==> config.mk <==
export PLATFORM = sky130hd
export DESIGN_NAME = fsm_modo_libre_buffer
export DESIGN_NICKNAME = d
export VERILOG_FILES = /design/src/rtl/fsm_libre_pkg.sv /design/src/rtl/buffer_texto.sv /design/src/rtl/fsm_modo_libre_buffer.sv
export SDC_FILE = /design/constraint.sdc
export NUM_CORES = 1
export LEC_CHECK = 0
export CELL_PAD_IN_SITES_DETAIL_PLACEMENT = 1
export CELL_PAD_IN_SITES_GLOBAL_PLACEMENT = 2
export CORE_MARGIN = 10
export CORE_UTILIZATION = 30
export DETAILED_ROUTE_END_ITERATION = 8
export PLACE_DENSITY = 0.65
export SETUP_SLACK_MARGIN = 0.2
export SLEW_MARGIN = 15
export SYNTH_ARGS = -nofsm -noshare
export SYNTH_HDL_FRONTEND = slang
export SYNTH_SLANG_ARGS = --single-unit
==> constraint.sdc <==
create_clock -name clk -period 4.4 [get_ports clk]
set_clock_uncertainty 0.05 [all_clocks]
set_input_delay 0.44 -clock clk [delete_from_list [all_inputs] [get_ports clk]]
set_output_delay 0.44 -clock clk [all_outputs]
set_load 0.005 [all_outputs]
==> src/rtl/fsm_libre_pkg.sv <==
// Shared definitions for the free-mode text entry FSM: states, default codes and
// printable/lowercase ranges.
package fsm_libre_pkg;

    typedef enum logic [1:0] {
        StReposo,
        StLimpiar,
        StCaptura,
        StFin
    } estado_t;

    localparam logic [7:0] COD_BORRAR_DEF = 8'h08;
    localparam logic [7:0] COD_FIN_DEF    = 8'h0D;
    localparam logic [7:0] COD_BLANCO_DEF = 8'h20;

    localparam logic [7:0] IMPR_MIN = 8'h20;
    localparam logic [7:0] IMPR_MAX = 8'h7E;

    localparam logic [7:0] MINUS_MIN  = 8'h61;
    localparam logic [7:0] MINUS_MAX  = 8'h7A;
    localparam logic [7:0] DESP_MAYUS = 8'h20;

endpackage

==> src/rtl/buffer_texto.sv <==
// Text buffer: DEPTH x DATA_W simple dual-port RAM, synchronous write and
// registered read (a same-cycle read of the written address returns the old value).
module buffer_texto #(
    parameter int unsigned DATA_W = 8,
    parameter int unsigned DEPTH  = 16,
    parameter int unsigned AW     = 4
) (
    input  logic              clk,
    input  logic              reset,
    input  logic              we,
    input  logic [AW-1:0]     wr_addr,
    input  logic [DATA_W-1:0] wr_data,
    input  logic [AW-1:0]     rd_addr,
    output logic [DATA_W-1:0] rd_data
);

    logic [DATA_W-1:0] mem [DEPTH];

    always_ff @(posedge clk) begin
        if (we) begin
            mem[wr_addr] <= wr_data;
        end
    end

    always_ff @(posedge clk or posedge reset) begin
        if (reset) begin
            rd_data <= '0;
        end else begin
            rd_data <= mem[rd_addr];
        end
    end

endmodule

==> src/rtl/fsm_modo_libre_buffer.sv <==
// Free-mode text entry FSM: clears the buffer, captures characters with backspace,
// end key and idle timeout. Define MODO_MAYUSCULAS_EN to store lowercase as uppercase.
module fsm_modo_libre_buffer
    import fsm_libre_pkg::*;
#(
    parameter int unsigned       DATA_W         = 8,
    parameter int unsigned       DEPTH          = 16,
    parameter int unsigned       AW             = 4,
    parameter logic [DATA_W-1:0] COD_BORRAR     = DATA_W'(COD_BORRAR_DEF),
    parameter logic [DATA_W-1:0] COD_FIN        = DATA_W'(COD_FIN_DEF),
    parameter logic [DATA_W-1:0] COD_BLANCO     = DATA_W'(COD_BLANCO_DEF),
    parameter int unsigned       TIMEOUT_CICLOS = 1000000
) (
    input  logic              clk,
    input  logic              reset,
    input  logic              inicio,
    input  logic [DATA_W-1:0] entrada,
    input  logic              entrada_valida,
    input  logic [AW-1:0]     rd_addr,
    output logic [DATA_W-1:0] rd_data,
    output logic [AW:0]       cuenta,
    output logic              ocupado,
    output logic              lleno,
    output logic              desborde,
    output logic              listo,
    output logic              por_timeout
);

    localparam logic [AW:0]   DEPTH_C    = (AW+1)'(DEPTH);
    localparam logic [AW:0]   UNO_C      = (AW+1)'(1);
    localparam logic [AW-1:0] ULTIMA_DIR = AW'(DEPTH - 1);
    localparam bit            TIMEOUT_EN = (TIMEOUT_CICLOS != 0);
    localparam logic [31:0]   IDLE_MAX   = TIMEOUT_EN ? 32'(TIMEOUT_CICLOS - 1) : 32'd0;

    estado_t           estado_q, estado_d;
    logic [AW:0]       cuenta_q, cuenta_d;
    logic              desborde_q, desborde_d;
    logic              por_timeout_q, por_timeout_d;
    logic [AW-1:0]     clr_ptr_q, clr_ptr_d;
    logic [31:0]       idle_q, idle_d;

    logic              we;
    logic [AW-1:0]     wr_addr;
    logic [DATA_W-1:0] wr_data;
    logic [DATA_W-1:0] dato_guardar;
    logic              imprimible;

    assign imprimible = (entrada >= DATA_W'(IMPR_MIN)) && (entrada <= DATA_W'(IMPR_MAX));

`ifdef MODO_MAYUSCULAS_EN
    assign dato_guardar = ((entrada >= DATA_W'(MINUS_MIN)) && (entrada <= DATA_W'(MINUS_MAX))) ?
                          (entrada - DATA_W'(DESP_MAYUS)) : entrada;
`else
    assign dato_guardar = entrada;
`endif

    always_ff @(posedge clk or posedge reset) begin
        if (reset) begin
            estado_q      <= StReposo;
            cuenta_q      <= '0;
            desborde_q    <= 1'b0;
            por_timeout_q <= 1'b0;
            clr_ptr_q     <= '0;
            idle_q        <= '0;
        end else begin
            estado_q      <= estado_d;
            cuenta_q      <= cuenta_d;
            desborde_q    <= desborde_d;
            por_timeout_q <= por_timeout_d;
            clr_ptr_q     <= clr_ptr_d;
            idle_q        <= idle_d;
        end
    end

    always_comb begin
        estado_d      = estado_q;
        cuenta_d      = cuenta_q;
        desborde_d    = desborde_q;
        por_timeout_d = por_timeout_q;
        clr_ptr_d     = clr_ptr_q;
        idle_d        = idle_q;
        we            = 1'b0;
        wr_addr       = clr_ptr_q;
        wr_data       = COD_BLANCO;

        unique case (estado_q)
            StReposo: begin
                if (inicio) begin
                    estado_d      = StLimpiar;
                    cuenta_d      = '0;
                    desborde_d    = 1'b0;
                    por_timeout_d = 1'b0;
                    clr_ptr_d     = '0;
                end
            end
            StLimpiar: begin
                we        = 1'b1;
                clr_ptr_d = clr_ptr_q + AW'(1);
                idle_d    = '0;
                if (clr_ptr_q == ULTIMA_DIR) begin
                    estado_d = StCaptura;
                end
            end
            StCaptura: begin
                idle_d = idle_q + 32'd1;
                if (inicio) begin
                    // Restart wins over any strobe in the same cycle
                    estado_d      = StLimpiar;
                    cuenta_d      = '0;
                    desborde_d    = 1'b0;
                    por_timeout_d = 1'b0;
                    clr_ptr_d     = '0;
                end else if (entrada_valida) begin
                    idle_d = '0;
                    if (entrada == COD_FIN) begin
                        estado_d      = StFin;
                        por_timeout_d = 1'b0;
                    end else if (entrada == COD_BORRAR) begin
                        if (cuenta_q != '0) begin
                            we         = 1'b1;
                            wr_addr    = AW'(cuenta_q - UNO_C);
                            cuenta_d   = cuenta_q - UNO_C;
                            desborde_d = 1'b0;
                        end
                    end else if (imprimible) begin
                        if (cuenta_q < DEPTH_C) begin
                            we       = 1'b1;
                            wr_addr  = AW'(cuenta_q);
                            wr_data  = dato_guardar;
                            cuenta_d = cuenta_q + UNO_C;
                        end else begin
                            desborde_d = 1'b1;
                        end
                    end
                end else if (TIMEOUT_EN && (idle_q == IDLE_MAX)) begin
                    estado_d      = StFin;
                    por_timeout_d = 1'b1;
                end
            end
            StFin: begin
                estado_d = StReposo;
            end
            default: begin
                estado_d = StReposo;
            end
        endcase
    end

    buffer_texto #(
        .DATA_W (DATA_W),
        .DEPTH  (DEPTH),
        .AW     (AW)
    ) u_buffer (
        .clk     (clk),
        .reset   (reset),
        .we      (we),
        .wr_addr (wr_addr),
        .wr_data (wr_data),
        .rd_addr (rd_addr),
        .rd_data (rd_data)
    );

    assign cuenta      = cuenta_q;
    assign ocupado     = (estado_q == StLimpiar) || (estado_q == StCaptura);
    assign lleno       = (cuenta_q == DEPTH_C);
    assign desborde    = desborde_q;
    assign listo       = (estado_q == StFin);
    assign por_timeout = por_timeout_q;

endmodule

==> flow_metrics.tcl <==
set metrics [dict create \
    status "finished, final reports clean" \
    core_area_mm2 0.0268 \
    slew_headroom 0.472 \
    yosysUniqueCellTypes 68 \
    hold_viol 0 \
    avgSynthCellArea_um2 15.0 \
    diodes 0 \
    async_flop_share 0.293 \
    finalSetupViolations 0 \
    die_w_um 184 \
    ys_seq_area_frac 0.638 \
    vias 4800 \
    r2r_start "cuenta[0]" \
    tightest_slew_ns 0.791 \
    final_cell_count_no_fill 961 \
    vdd_drop_max_mv 0.265 \
    cp_common_cell "or3_1" \
    cts.clk_slew.worst_paths_ns 0.08 \
    wire_per_inst_um 19.9 \
    rrSetupSlack_ns 0.87 \
    rsz0062_at_grt "no" \
    grt_antenna_before_repair 0 \
    clock-sinks 181 \
    cts_resized 0 \
    dieArea_mm2 0.0340 \
    drtPass1Iterations 4 \
    cpMaxStageDelayCell "nor3_2" \
    crit_chain "inv_1, ha_1, nor4b_1, or3_1, nor3b_1, o31a_2, or3_1, nor3_2" \
    drt_wl_total_um 19200 \
    syn_area_mm2 0.00811 \
    p_per_area_mw_per_mm2 457 \
    post_cts_buffers 0 \
    grt_use_total 0.117 \
    fp-row-count 60 \
    cts_tree "yes" \
    max_stage_delay_ns 0.61 \
    required_ns 4.41 \
    critPathKind "reg -> reg" \
    cts_max_path_buffers 2 \
    synth_cells 542 \
    crit_start "cuenta[0]" \
    grt_pass1_vias 5238 \
    cts_root_buf "clkbuf_16" \
    finalCritPeriodShare 0.802 \
    gp_congestion 0.764 \
    period_minus_slack_ns 3.53 \
    cts_hold_buf 0 \
    endpoint_kind "flop" \
    cap_violations 0 \
    cts-buffers-inserted 17 \
    dr.first_iter.drc_count 249 \
    portBuffers 33 \
    reg2reg_depth 8 \
    insertion_delay_ns 0.43 \
    place_area_mm2 0.00895 \
    htreeDepth 4 \
    final_util 0.357 \
    worstPathMaxFanout 8 \
    area_delta_synth_final_pct 18.1 \
    fmax_mhz 283 \
    tns_ns 0 \
    worstPathArrival_ns 3.54 \
    grt_first_pass_wirelength_um 30400 \
    finish.instance_area_mm2 0.00957 \
    grt_max_degree 33 \
    ios 34 \
    p_leak_nw 3.33 \
    synth_flop_cell "edfxtp_1" \
    dp.cells 929 \
    ant_nets 0 \
    via_per_inst 4.99 \
    dp.final_hpwl_um 13400 \
    layout-drive-gt1-share 0.187 \
    setup_slack_ns 0.870 \
    min_path_type "in -> async" \
    initial_core_util 0.302 \
    fin_nets 632 \
    overflow 0 \
    ys_ff_latch 181 \
    die_y_um 184 \
    final_common_cell "edfxtp_1" \
    critPathLaunchType "flop" \
    synth_edf_count 128 \
    dp_slack_ns 0.482 \
    final_cell_mix "edfxtp_1, dfrtp_1, nor2_1" \
    drc 0 \
    ys_warn_count 0 \
    slew_viol_final 0 \
]
-- metal layers --
metal | vias to the layer above | global-route usage | share of wire | wire [µm]
li1 | 2219 | - | - | -
met3 | 10 | 0.0234 | 0.031 | 595
met1 | 2501 | 0.150 | 0.45 | 8720
met5 | - | 0 | 0 | 0
met4 | 0 | 0.0302 | 0.0081 | 155
met2 | 70 | 0.196 | 0.51 | 9690
-- sequential cells by signal (all words and copies together) (netlist names) --
name              count
por_timeout           1
idle_q               32
u_buffer.rd_data      8
estado_q              2
desborde              1
clr_ptr_q             4
cuenta                5
u_buffer.mem        128
-- power breakdown --
part,switching (W),total [W],internal [W]
registers,0.0000659,0.00198,0.00191
logic,0.000515,0.000820,0.000305
clock network,0.000747,0.00158,0.000829
-- stage by stage --
step	hold WS (ns)	total power [W]
finish	0.427	0.00438
global route	0.488	0.00459
CTS	0.444	0.00444
global placement	0.468	0.00282
floorplan	0.433	0.00254
detailed placement	0.475	0.00285
-- final timing paths --
kind,endpoint
max in group asynchronous,idle_q[11]
min in group clk,idle_q[4]
setup reg to reg,u_buffer.mem[9][5]
hold / removal,u_buffer.rd_data[2]
setup / recovery,u_buffer.mem[9][5]
hold reg to reg,idle_q[4]
-- final cells by class --
type | instances | area, µm²
Multi-Input combinational cell | 344 | 2850
Timing Repair Buffer | 50 | 453
Clock inverter | 15 | 198
Tap cell | 341 | 427
Clock buffer | 17 | 425
Sequential cell | 181 | 5170
Fill cell | 2789 | 17200
Inverter | 13 | 48.8
-- cell families after synthesis --
| kind of cell | Yosys count | share of synthesized area |
|---|---|---|
| AOI/OAI and AO/OA | 73 | 0.0671 |
| xor gates and xnor gates | 24 | 0.0259 |
| adders and majority gates | 9 | 0.0139 |
| buffers and inverters | 32 | 0.0174 |
| DFF | 181 | 0.638 |
| muxes | 43 | 0.115 |
| other | 1 | 0.000463 |
| and+or+nand+nor | 179 | 0.122 |
-- worst max-delay path, delay by kind of cell (launching register included) --
kind                       cells  cell delay (ns)
DFF                            1             0.48
buffers and inverters          1             0.19
and+or+nand+nor                5             1.88
AOI/OAI and AO/OA              1             0.36
adders and majority gates      1             0.18
-- cells in the mapped netlist, types with 4 or more instances --
cell type / number / area share
nor4b_1: 5 / 0.0054
buf_1: 5 / 0.0023
inv_1: 13 / 0.0060
nor3_2: 7 / 0.0086
nand4_1: 8 / 0.0062
ha_1: 9 / 0.014
or3_1: 6 / 0.0046
and2_1: 8 / 0.0062
mux4_2: 40 / 0.11
nor3b_1: 4 / 0.0037
nand2b_1: 5 / 0.0039
xor2_1: 14 / 0.015
nor3_1: 16 / 0.0099
edfxtp_1: 128 / 0.47
nand2_1: 28 / 0.013
a21oi_1: 10 / 0.0062
o21ai_1: 7 / 0.0043
dfrtp_1: 53 / 0.16
nor4_1: 4 / 0.0031
o21ai_0: 15 / 0.0093
xnor2_1: 10 / 0.011
and3_1: 9 / 0.0069
nand3_1: 19 / 0.012
nor2_1: 41 / 0.019
nor2b_1: 5 / 0.0039
o22ai_1: 5 / 0.0039
o31ai_1: 8 / 0.0074
clkbuf_1: 9 / 0.0042
Power figures use the tool's default switching activity.
